[config.mk]
export PLATFORM = sky130hd
export DESIGN_NAME = cfg_dat_bus_arbiter_flat
export DESIGN_NICKNAME = d
export VERILOG_FILES = /design/src/rtl/cfg_dat_bus_arbiter_pkg.sv /design/src/rtl/cfg_dat_bus_arbiter_if.sv /design/src/rtl/cfg_dat_bus_arbiter_fsm.sv /design/src/rtl/cfg_dat_bus_arbiter.sv /design/src/flat_wrapper.sv
export SDC_FILE = /design/constraint.sdc
export NUM_CORES = 1
export LEC_CHECK = 0
export CAP_MARGIN = 20
export CORE_AREA = 2 2 89 91
export CTS_CLUSTER_DIAMETER = 40
export DETAILED_ROUTE_END_ITERATION = 8
export DIE_AREA = 0 0 91 93
export PLACE_DENSITY_LB_ADDON = 0.05
export REMOVE_ABC_BUFFERS = 1
export SLEW_MARGIN = 20
export SYNTH_ARGS = -nofsm -noshare
export SYNTH_HDL_FRONTEND = slang
export SYNTH_SLANG_ARGS = --single-unit
export TNS_END_PERCENT = 5
[constraint.sdc]
create_clock -name CLK -period 3.5 [get_ports CLK]
set_clock_uncertainty 0.15 [all_clocks]
set_input_delay 1.05 -clock CLK [delete_from_list [all_inputs] [get_ports CLK]]
set_output_delay 1.05 -clock CLK [all_outputs]
set_load 0.01 [all_outputs]
[src/rtl/cfg_dat_bus_arbiter_pkg.sv]
// cfg_arb_pkg: shared definitions for the CFG_DAT bus arbiter.
// Contents: FSM state encoding, requester index constants, the "no owner" code and a
// 3-way majority vote used when the control registers are triplicated.
package cfg_arb_pkg;

  typedef enum logic [1:0] {
    IDLE  = 2'd0,
    GRANT = 2'd1,
    TURN  = 2'd2
  } arb_state_t;

  localparam logic [1:0] REQ_BPI    = 2'd0;
  localparam logic [1:0] REQ_GBT    = 2'd1;
  localparam logic [1:0] REQ_LED    = 2'd2;
  localparam logic [1:0] OWNER_NONE = 2'b11;

  // Width of the packed {state, owner, gnt} control word.
  localparam int CTL_W = 7;

  function automatic logic [CTL_W-1:0] vote3(input logic [CTL_W-1:0] a,
                                             input logic [CTL_W-1:0] b,
                                             input logic [CTL_W-1:0] c);
    return (a & b) | (a & c) | (b & c);
  endfunction

endpackage

[src/rtl/cfg_dat_bus_arbiter_if.sv]
// cfg_dat_bus_if: requester-side bundle for the CFG_DAT bus arbiter.
// Requests/enables/drive data flow in (REQ, OE, DO0..DO2); grant, owner, status and the
// IOBUF controls flow out (GNT, OWNER, BUSY, TIMEOUT, DATA_OUT, DATA_T).
interface cfg_dat_bus_if;

  logic [2:0]  REQ;
  logic [2:0]  OE;
  logic [15:0] DO0;
  logic [15:0] DO1;
  logic [15:0] DO2;
  logic [2:0]  GNT;
  logic [1:0]  OWNER;
  logic        BUSY;
  logic        TIMEOUT;
  logic [15:0] DATA_OUT;
  logic [15:0] DATA_T;

  // Requester / top-level side.
  modport master (
    output REQ, OE, DO0, DO1, DO2,
    input  GNT, OWNER, BUSY, TIMEOUT, DATA_OUT, DATA_T
  );

  // Arbiter side.
  modport slave (
    input  REQ, OE, DO0, DO1, DO2,
    output GNT, OWNER, BUSY, TIMEOUT, DATA_OUT, DATA_T
  );

endinterface

[src/rtl/cfg_dat_bus_arbiter_fsm.sv]
// cfg_arb_fsm: grant FSM for the CFG_DAT bus (IDLE -> GRANT -> TURN -> IDLE).
// Latency: grant registered on the first edge that sees an eligible REQ; no preemption.
// Hold: req 1/2 forced off after HOLD_MAX cycles (TIMEOUT pulse); req 0 never limited.
// Ports: clk, rst (async, active-high), req[2:0] in; gnt[2:0], owner, owner_nxt, busy,
// timeout out. owner_nxt is the owner the next edge will load, used for the data regs.
// Macro CFG_ARB_ROUND_ROBIN_EN: req 1/2 alternate when both pending (default: 0 > 1 > 2).
module cfg_arb_fsm
  import cfg_arb_pkg::*;
#(
  parameter int          TMR      = 0,
  parameter int          TURN_CYC = 2,
  parameter logic [15:0] HOLD_MAX = 16'd50000
) (
  input  logic       clk,
  input  logic       rst,
  input  logic [2:0] req,
  output logic [2:0] gnt,
  output logic [1:0] owner,
  output logic [1:0] owner_nxt,
  output logic       busy,
  output logic       timeout
);

  localparam logic [3:0]       TURN_LAST = 4'(TURN_CYC - 1);
  localparam logic [15:0]      HOLD_LAST = HOLD_MAX - 16'd1;
  localparam logic [CTL_W-1:0] CTL_RST   = {IDLE, OWNER_NONE, 3'b000};

  arb_state_t       state;
  arb_state_t       state_nxt;
  logic [2:0]       gnt_nxt;
  logic [15:0]      hold_cnt;
  logic [15:0]      hold_nxt;
  logic [3:0]       turn_cnt;
  logic [3:0]       turn_nxt;
  logic [2:0]       blocked;
  logic [2:0]       blk_nxt;
  logic             to_nxt;
  logic [2:0]       elig;
  logic [1:0]       win;
  logic             req_own;
  logic [CTL_W-1:0] ctl_d;
  logic [CTL_W-1:0] ctl_q;

`ifdef CFG_ARB_ROUND_ROBIN_EN
  logic led_last;       // 1 = req 2 owned the bus most recently
  logic led_last_nxt;
`endif

  // A requester cut off by timeout stays blocked until it drops REQ.
  assign elig    = req & ~blocked;
  assign req_own = |(req & gnt);

  always_comb begin
    win = REQ_LED;
    if (elig[0]) win = REQ_BPI;
`ifdef CFG_ARB_ROUND_ROBIN_EN
    else if (elig[1] && elig[2]) win = led_last ? REQ_GBT : REQ_LED;
`endif
    else if (elig[1]) win = REQ_GBT;
  end

  always_comb begin
    state_nxt = state;
    owner_nxt = owner;
    gnt_nxt   = gnt;
    hold_nxt  = hold_cnt;
    turn_nxt  = turn_cnt;
    blk_nxt   = blocked & req;
    to_nxt    = 1'b0;
`ifdef CFG_ARB_ROUND_ROBIN_EN
    led_last_nxt = led_last;
`endif
    case (state)
      IDLE: begin
        if (|elig) begin
          state_nxt = GRANT;
          owner_nxt = win;
          gnt_nxt   = 3'b001 << win;
          hold_nxt  = '0;
`ifdef CFG_ARB_ROUND_ROBIN_EN
          if (win == REQ_GBT) led_last_nxt = 1'b0;
          else if (win == REQ_LED) led_last_nxt = 1'b1;
`endif
        end
      end
      GRANT: begin
        if (hold_cnt != 16'hFFFF) hold_nxt = hold_cnt + 16'd1;
        // A release on the same edge as the limit is a normal release.
        if (!req_own ||
            (owner != REQ_BPI && HOLD_MAX != 16'd0 && hold_cnt == HOLD_LAST)) begin
          state_nxt = TURN;
          owner_nxt = OWNER_NONE;
          gnt_nxt   = 3'b000;
          turn_nxt  = '0;
          if (req_own) begin
            to_nxt  = 1'b1;
            blk_nxt = blk_nxt | gnt;
          end
        end
      end
      TURN: begin
        if (turn_cnt == TURN_LAST) state_nxt = IDLE;
        else turn_nxt = turn_cnt + 4'd1;
      end
      default: begin
        state_nxt = IDLE;
        owner_nxt = OWNER_NONE;
        gnt_nxt   = 3'b000;
      end
    endcase
  end

  assign ctl_d = {state_nxt, owner_nxt, gnt_nxt};

  // Control word registers; with TMR each copy reloads from the voted value every cycle,
  // so a single upset is scrubbed on the following edge.
  generate
    if (TMR != 0) begin : g_tmr
      logic [CTL_W-1:0] ctl_r0;
      logic [CTL_W-1:0] ctl_r1;
      logic [CTL_W-1:0] ctl_r2;
      always_ff @(posedge clk or posedge rst) begin
        if (rst) begin
          ctl_r0 <= CTL_RST;
          ctl_r1 <= CTL_RST;
          ctl_r2 <= CTL_RST;
        end else begin
          ctl_r0 <= ctl_d;
          ctl_r1 <= ctl_d;
          ctl_r2 <= ctl_d;
        end
      end
      assign ctl_q = vote3(ctl_r0, ctl_r1, ctl_r2);
    end else begin : g_single
      logic [CTL_W-1:0] ctl_r0;
      always_ff @(posedge clk or posedge rst) begin
        if (rst) ctl_r0 <= CTL_RST;
        else     ctl_r0 <= ctl_d;
      end
      assign ctl_q = ctl_r0;
    end
  endgenerate

  assign state = arb_state_t'(ctl_q[6:5]);
  assign owner = ctl_q[4:3];
  assign gnt   = ctl_q[2:0];
  assign busy  = (state != IDLE);

  always_ff @(posedge clk or posedge rst) begin
    if (rst) begin
      hold_cnt <= '0;
      turn_cnt <= '0;
      blocked  <= '0;
      timeout  <= 1'b0;
    end else begin
      hold_cnt <= hold_nxt;
      turn_cnt <= turn_nxt;
      blocked  <= blk_nxt;
      timeout  <= to_nxt;
    end
  end

`ifdef CFG_ARB_ROUND_ROBIN_EN
  always_ff @(posedge clk or posedge rst) begin
    if (rst) led_last <= 1'b1;
    else     led_last <= led_last_nxt;
  end
`endif

endmodule

[src/rtl/cfg_dat_bus_arbiter.sv]
// cfg_dat_bus_arbiter: time-shares the 16-bit CFG_DAT pins between BPI (0), GBT (1), LED (2).
// Latency: GNT one edge after REQ; DATA_OUT/DATA_T registered alongside GNT, tristate on release.
// No preemption: later requests wait; TURN_CYC all-tristate cycles separate owners.
// Ports: CLK, RST (async, active-high) plus bus (cfg_dat_bus_if.slave): REQ/OE/DO0..DO2 in;
// GNT/OWNER/BUSY/TIMEOUT/DATA_OUT (IOBUF I)/DATA_T (IOBUF T, 1 = tristate) out.
// Macro CFG_ARB_ROUND_ROBIN_EN: round-robin between req 1 and 2 (req 0 keeps priority).
module cfg_dat_bus_arbiter
  import cfg_arb_pkg::*;
#(
  parameter int          TMR      = 0,
  parameter int          TURN_CYC = 2,
  parameter logic [15:0] HOLD_MAX = 16'd50000
) (
  input logic          CLK,
  input logic          RST,
  cfg_dat_bus_if.slave bus
);

  logic [2:0]  gnt;
  logic [1:0]  owner;
  logic [1:0]  owner_nxt;
  logic        busy;
  logic        timeout;
  logic [15:0] data_out_q;
  logic [15:0] data_t_q;

  cfg_arb_fsm #(
    .TMR      (TMR),
    .TURN_CYC (TURN_CYC),
    .HOLD_MAX (HOLD_MAX)
  ) u_fsm (
    .clk       (CLK),
    .rst       (RST),
    .req       (bus.REQ),
    .gnt       (gnt),
    .owner     (owner),
    .owner_nxt (owner_nxt),
    .busy      (busy),
    .timeout   (timeout)
  );

  // Pin registers follow the owner being loaded this edge, so the bus is driven in the
  // same cycle GNT rises and tristated in the same cycle GNT falls.
  always_ff @(posedge CLK or posedge RST) begin
    if (RST) begin
      data_out_q <= '0;
      data_t_q   <= '1;
    end else begin
      case (owner_nxt)
        REQ_BPI: begin
          data_out_q <= bus.DO0;
          data_t_q   <= {16{~bus.OE[0]}};
        end
        REQ_GBT: begin
          data_out_q <= bus.DO1;
          data_t_q   <= {16{~bus.OE[1]}};
        end
        REQ_LED: begin
          data_out_q <= bus.DO2;
          data_t_q   <= {16{~bus.OE[2]}};
        end
        default: begin
          data_out_q <= '0;
          data_t_q   <= '1;
        end
      endcase
    end
  end

  assign bus.GNT      = gnt;
  assign bus.OWNER    = owner;
  assign bus.BUSY     = busy;
  assign bus.TIMEOUT  = timeout;
  assign bus.DATA_OUT = data_out_q;
  assign bus.DATA_T   = data_t_q;

endmodule
[src/flat_wrapper.sv]
// flat-port wrapper written by rule: the top's interface ports become plain ports
module cfg_dat_bus_arbiter_flat import cfg_arb_pkg::*;
#(
  parameter int          TMR      = 0,
  parameter int          TURN_CYC = 2,
  parameter logic [15:0] HOLD_MAX = 16'd50000
)
  (CLK, RST, bus_REQ, bus_OE, bus_DO0, bus_DO1, bus_DO2, bus_GNT, bus_OWNER, bus_BUSY, bus_TIMEOUT, bus_DATA_OUT, bus_DATA_T);
  cfg_dat_bus_if bus_i ();
  input logic CLK;
  input logic RST;
  input wire logic [$bits(bus_i.REQ)-1:0] bus_REQ;
  input wire logic [$bits(bus_i.OE)-1:0] bus_OE;
  input wire logic [$bits(bus_i.DO0)-1:0] bus_DO0;
  input wire logic [$bits(bus_i.DO1)-1:0] bus_DO1;
  input wire logic [$bits(bus_i.DO2)-1:0] bus_DO2;
  output wire logic [$bits(bus_i.GNT)-1:0] bus_GNT;
  output wire logic [$bits(bus_i.OWNER)-1:0] bus_OWNER;
  output wire logic [$bits(bus_i.BUSY)-1:0] bus_BUSY;
  output wire logic [$bits(bus_i.TIMEOUT)-1:0] bus_TIMEOUT;
  output wire logic [$bits(bus_i.DATA_OUT)-1:0] bus_DATA_OUT;
  output wire logic [$bits(bus_i.DATA_T)-1:0] bus_DATA_T;
  assign bus_i.REQ = bus_REQ;
  assign bus_i.OE = bus_OE;
  assign bus_i.DO0 = bus_DO0;
  assign bus_i.DO1 = bus_DO1;
  assign bus_i.DO2 = bus_DO2;
  assign bus_GNT = bus_i.GNT;
  assign bus_OWNER = bus_i.OWNER;
  assign bus_BUSY = bus_i.BUSY;
  assign bus_TIMEOUT = bus_i.TIMEOUT;
  assign bus_DATA_OUT = bus_i.DATA_OUT;
  assign bus_DATA_T = bus_i.DATA_T;
  cfg_dat_bus_arbiter #(.TMR(TMR), .TURN_CYC(TURN_CYC), .HOLD_MAX(HOLD_MAX)) u_core (.CLK(CLK), .RST(RST), .bus(bus_i));
endmodule
After elaboration in Yosys (flattened, before gate mapping)
Cells that the tools add are included.
Widths: inputs -> output; s select.
- flip-flop bits (word level): 63
- bits of input ports: 56
- output and inout bits: 39
- logic and storage cells: 74
- add/subtract/negate cells: 2
- equal/unequal tests: 12
- shift operators: 1
- multiplexer cells: 26
- bitwise operators: 9
- reductions and logical operators: 15
- operators with widths (operator ; number):
    $pmux 16 s3 ; 2
    $mux 16 ; 2
    $pmux 16 s2 ; 1
    $add 16x1->16 const B ; 1
    $eq 16x16->1 const B ; 1
    $ne 16x16->1 const B ; 1
    $mux 3 ; 5
    $mux 2 ; 7
    $pmux 2 s3 ; 2
    $reduce_and 3->1 ; 4
    $ne 2x2->1 const B ; 5
    $and 3x3->3 ; 3
    $pmux 3 s3 ; 1
    $mux 4 ; 2
    $pmux 4 s2 ; 1
    $reduce_bool 2->1 ; 4
    $reduce_or 3->1 ; 2
    $add 4x1->4 const B ; 1
    $eq 2x1->1 const B ; 2
    $eq 2x2->1 const B ; 2
    $eq 4x1->1 const B ; 1
    $logic_not 2->1 ; 2
    $not 1->1 ; 4
    $mux 1 ; 3
    6 further kinds ; 6

Depth between registers and ports, before layout
- depth in word-level cells: 8
- gate-level depth with buffers: 9
- depth with buffers taken out: 6

By module
A second synthesis with hierarchy kept.
- cells, all modules: 280
- area, all modules: 2905.3 µm²
- by module, submodules not included (module ; instances ; cells each ; area each (µm²) ; sequential area each (µm²)):
    cfg_arb_fsm ; 1 ; 206 ; 1893.1 ; 778.2
    cfg_dat_bus_arbiter ; 1 ; 74 ; 1012.2 ; 426.7

Worst setup path before layout
OpenSTA, ideal clock, no wires.
- path kind: in2reg
- start point: input bus_REQ[0]
- end point: register u_core.u_fsm.hold_cnt[11]
- setup time: 0.078 ns
- arrival time: 2.359 ns
- required time: 3.272 ns
- setup slack: 0.913 ns
- stages on the path: 6
- path buffers: 1
- path through: nand2b_1 > a41o_1 > buf_2 > a21o_1 > or4_1 > a21oi_1
- word-level cells in the longest chain between the ends: 4
- RTL lines (item ; RTL line ; text):
    start: declaration ; flat_wrapper.sv:12 ; input wire logic [$bits(bus_i.REQ)-1:0] bus_REQ;
    $and 3x3->3 ; cfg_dat_bus_arbiter_fsm.sv:50 ; assign elig = req & ~blocked;
    $reduce_or 3->1 ; cfg_dat_bus_arbiter_fsm.sv:75 ; if (|elig) begin
    $ne 2x2->1 (no source line) ; -- ;
    $reduce_and 3->1 (no source line) ; -- ;
    end signal: assignment ; cfg_dat_bus_arbiter_fsm.sv:156 ; hold_cnt <= hold_nxt;
    end: declaration ; cfg_dat_bus_arbiter_fsm.sv:31 ; logic [15:0] hold_cnt;
Every way passes these cells.
A chain may end at the register's enable or synchronous reset.

Worst setup path after layout
- start point: input bus_REQ[2]
- end point: register u_core.data_out_q[5], in the netlist u_core.bus.DATA_OUT[5]
- word-level cells in the longest chain between the ends: 8
- elaborated cells on any way between the ends: 13
- those cells by class: 2 x eq/ne; 4 x mux; 2 x bitwise; 5 x reduce/logical
- RTL lines (item ; RTL line ; text):
    $and 3x3->3 ; cfg_dat_bus_arbiter_fsm.sv:51 ; assign req_own = |(req & gnt);
    $reduce_or 3->1 ; cfg_dat_bus_arbiter_fsm.sv:51 ;
    $logic_not 1->1 ; cfg_dat_bus_arbiter_fsm.sv:89 ; if (!req_own ||
    $logic_or 1x1->1 ; cfg_dat_bus_arbiter_fsm.sv:89 ;
    $mux 2 ; cfg_dat_bus_arbiter_fsm.sv:89 ;
    $pmux 2 s3 (*) ; cfg_dat_bus_arbiter_fsm.sv:73 ; case (state)
    $eq 2x2->1 (tied with other cells) ; cfg_dat_bus_arbiter.sv:49 ; case (owner_nxt)
    $pmux 16 s3 (*) ; cfg_dat_bus_arbiter.sv:49 ;
    end signal: assignment ; cfg_dat_bus_arbiter.sv:51 ; data_out_q <= bus.DO0;
    end signal: assignment ; cfg_dat_bus_arbiter.sv:55 ; data_out_q <= bus.DO1;
    end signal: assignment ; cfg_dat_bus_arbiter.sv:59 ; data_out_q <= bus.DO2;
    end: declaration ; cfg_dat_bus_arbiter.sv:24 ; logic [15:0] data_out_q;
Every way passes the cells marked *; elsewhere a longest branch is shown, timed or not.

==> impl_metrics.sql <==
INSERT INTO impl_metrics (metric_group, metric, value, unit) VALUES
('run_status', 'status', 'complete, no violations', ''),
('routing', 'drt-met1-wl', '2800', 'µm'),
('placed_design', 'post-place-ws', '0.243', 'ns'),
('synth', 'fraction_of_the_mapped_netlist_area_in_compound_gates', '17.1', '%'),
('global_routing', 'pin_count_of_the_biggest_net_entering_global_routing', '22', ''),
('sta', 'peak_clock_frequency_supported_by_timing', '0.341', 'GHz'),
('clock_network', 'clkLatencyLatePin', '0.30', 'ns'),
('placed_design', 'gp_congestion', '0.781', ''),
('floorplan', 'fp.coreArea', '0.00753', 'mm²'),
('synth', 'asyncSetResetFlopFracSynth', '100', '%'),
('synth', 'yosys_register_bits', '48', ''),
('sta', 'setup-violations-final', '0', ''),
('worst_setup_path', 'cp_max_fo', '17', ''),
('clock_network', 'cts_num_sinks', '48', ''),
('global_routing', 'grt_pass1_vias', '2271', ''),
('routing', 'met3WireLength', '665', 'µm'),
('sta', 'grt_setup_unrepaired', 'no', ''),
('floorplan', 'chipHeight', '93', 'µm'),
('power_and_ir_drop', 'static-leakage-power', '1.50', 'nW'),
('global_routing', 'grt_util_all_layers', '16.3', '%'),
('clock_network', 'max_h_tree_level', '2', ''),
('sta', 'hold_slack', '0.363', 'ns'),
('routing', 'drt.antenna.violating_nets', '0', ''),
('sta', 'post-route-min-period', '2.93', 'ns'),
('synth', 'synth_top_cells_by_area', 'sky130_fd_sc_hd__dfrtp_1, sky130_fd_sc_hd__mux2i_1, sky130_fd_sc_hd__buf_4', ''),
('sta', 'finalWorstSetupSlack', '0.567', 'ns'),
('job', 'max_cap_violations', '0', ''),
('sta', 'tightestPinTransition', '0.756', 'ns'),
('synth', 'ys_types', '55', ''),
('worst_setup_path', 'required', '3.57', 'ns'),
('synth', 'synth_commonest_cells', 'sky130_fd_sc_hd__dfrtp_1, sky130_fd_sc_hd__buf_4, sky130_fd_sc_hd__nor2_1', ''),
('clock_network', 'postCtsSetupRepairBufs', '0', ''),
('worst_setup_path', 'worst-setup-path-type', 'input port to flip-flop', ''),
('routing', 'post_drt_wl_per_cell', '15.3', 'µm'),
('floorplan', 'num_io_pins', '95', ''),
('cells_and_area', 'area.sequential', '0.00120', 'mm²'),
('synth', 'syn_avg_cell_area', '10.7', 'µm²'),
('clock_network', 'clock_tree.buffer_depth', '2', ''),
('synth', 'synth_fa_ha_area_share', '1.76', '%'),
('routing', 'drc_errors', '0', ''),
('placed_design', 'dpl.hpwl', '5170', 'µm'),
('synth', 'synth_area', '0.00270', 'mm²'),
('clock_network', 'cts_repair_resizes', '0', ''),
('synth', 'yosys.cell_count.top_type', 'sky130_fd_sc_hd__dfrtp_1', ''),
('routing', 'drt-initial-drc-count', '66', ''),
('power_and_ir_drop', 'powerDensity', '693', 'mW/mm²'),
('cells_and_area', 'area_delta_synth_final', '36.7', '%'),
('power_and_ir_drop', 'vdd.ir_drop.worst', '420', 'µV'),
('routing', 'routed_wl', '6620', 'µm'),
('routing', 'vias', '2144', ''),
('hold_path', 'worst_hold_path_type', 'flip-flop to flip-flop', ''),
('power_and_ir_drop', 'power_consumption', '2.55', 'mW'),
('cells_and_area', 'antenna_cells_inserted', '0', ''),
('synth', 'yosys.area_share.xor_xnor', '2.60', '%'),
('synth', 'yosys_synthesis_warning_count', '0', ''),
('clock_network', 'cts.root.buffer_cell', 'sky130_fd_sc_hd__clkbuf_8', ''),
('routing', 'viasPerCell', '4.95', ''),
('clock_network', 'cts-buffers-inserted', '5', ''),
('clock_network', 'cts.clk_slew.worst_paths', '0.09', 'ns'),
('cells_and_area', 'fill_cells', '732', ''),
('cells_and_area', 'post_route_cells_drive_above_1_share', '11.8', '%'),
('synth', 'mux_contribution_to_synthesized_area', '6.31', '%'),
('cells_and_area', 'area_taken_by_multi_input_logic_gates', '0.00125', 'mm²'),
('sta', 'final_min_period_over_clock_period', '83.8', '%'),
('synth', 'synth_edf_count', '0', ''),
('synth', 'synthesis.instances', '253', ''),
('placed_design', 'port-buffer-count', '94', ''),
('routing', 'met2_layer_wire_length_in_the_routed_design', '3100', 'µm'),
('routing', 'dr.max_layer_used', 'met4', ''),
('global_routing', 'grt_antenna_before_repair', '0', ''),
('synth', 'ys.flop_type', 'sky130_fd_sc_hd__dfrtp_1', '');
layout make-up:
cell class,instances,area share (%)
multi-input cells,169,34.0
clock inverters,2,0.272
well taps,102,3.46
inverters,6,0.611
repair buffers,100,26.7
clock buffers,6,2.24
flip-flops and latches,48,32.7
final timing paths:
check                           cells past startpoint                startpoint  slack, ns                       end
worst min register to register                      1   u_core.u_fsm.blocked[0]       0.36   u_core.u_fsm.blocked[0]
worst max register to register                      6  u_core.u_fsm.hold_cnt[0]       1.01    u_core.bus.DATA_OUT[3]
worst max-delay path                                6                bus_REQ[2]       0.57    u_core.bus.DATA_OUT[5]
worst min-delay path                                1   u_core.u_fsm.blocked[0]       0.36   u_core.u_fsm.blocked[0]
max in group asynchronous                           3                       RST       1.66     u_core.bus.DATA_T[14]
min in group asynchronous                           2                       RST       0.92  u_core.u_fsm.turn_cnt[3]
power breakdown:
part | leakage, nW | switching, mW | internal (mW)
logic | 0.821 | 0.670 | 0.689
clock network | 0.0510 | 0.180 | 0.158
registers | 0.631 | 0.138 | 0.719
total | 1.50 | 0.988 | 1.57
logic make-up (layout without fill, tap and decap cells):
logic type | Yosys count | in the layout
xor gates and xnor gates | 8 | 8
AOI/OAI and AO/OA | 60 | 60
buffers and inverters | 36 | 114
adders and majority gates | 4 | 4
and+or+nand+nor | 80 | 80
muxes | 17 | 17
DFF | 48 | 48
sequential cells by signal, summed over array words and instances (netlist names):
name / count
u_core.u_fsm.ctl_q: 7
u_core.bus.DATA_OUT: 16
u_core.u_fsm.hold_cnt: 16
u_core.u_fsm.turn_cnt: 4
u_core.bus.DATA_T: 1
u_core.u_fsm.timeout: 1
u_core.u_fsm.blocked: 3
cells in the final DEF (no fill, tap or decap), drive strengths merged, types with 2 or more instances in the layout:
master and count:
clkdlybuf4s50 94, dfrtp 45, nor2 21, mux2i 17, o2bb2ai 16, nand2 15, a21oi 12, o21ai 9
xnor2 6, clkbuf 6, buf 6, nand2b 6, inv 6, nand3 6, o31ai 5, or4 5
a211oi 4, nor3 4, nor4 4, or2 3, nor2b 3, a22o 3, nand4 3, ha 3
dfstp 3, a31o 3, and2 2, xor2 2, nor4b 2, or3 2, clkinv 2
routing by layer:
metal  GRT usage (%)  vias to the layer above
li1                -                     1051
met1            20.0                     1000
met2            27.0                       89
met3            6.29                        4
met4            4.17                        0
met5               0                        -
metrics by stage:
| step | instance area, µm² | std cells | utilization [%] | setup TNS [ns] |
|---|---|---|---|---|
| after floorplan | 2480 | 223 | - | -9.08 |
| after global placement | 3590 | 425 | 47.7 | 0 |
| after detailed placement | 3590 | 425 | 47.7 | 0 |
| after CTS | 3690 | 433 | 49.0 | 0 |
| after global routing | 3690 | 433 | 49.0 | 0 |
| final | 3690 | 433 | 49.0 | 0 |
critical path, cell delays in order:
cell	delay (ns)
sky130_fd_sc_hd__clkdlybuf4s50_1	0.51
sky130_fd_sc_hd__nand2b_1	0.13
sky130_fd_sc_hd__nor4b_2	0.39
sky130_fd_sc_hd__a211oi_2	0.12
sky130_fd_sc_hd__nor3_4	0.60
sky130_fd_sc_hd__o2bb2ai_1	0.19
No activity file was read; power rests on OpenSTA's default activity.
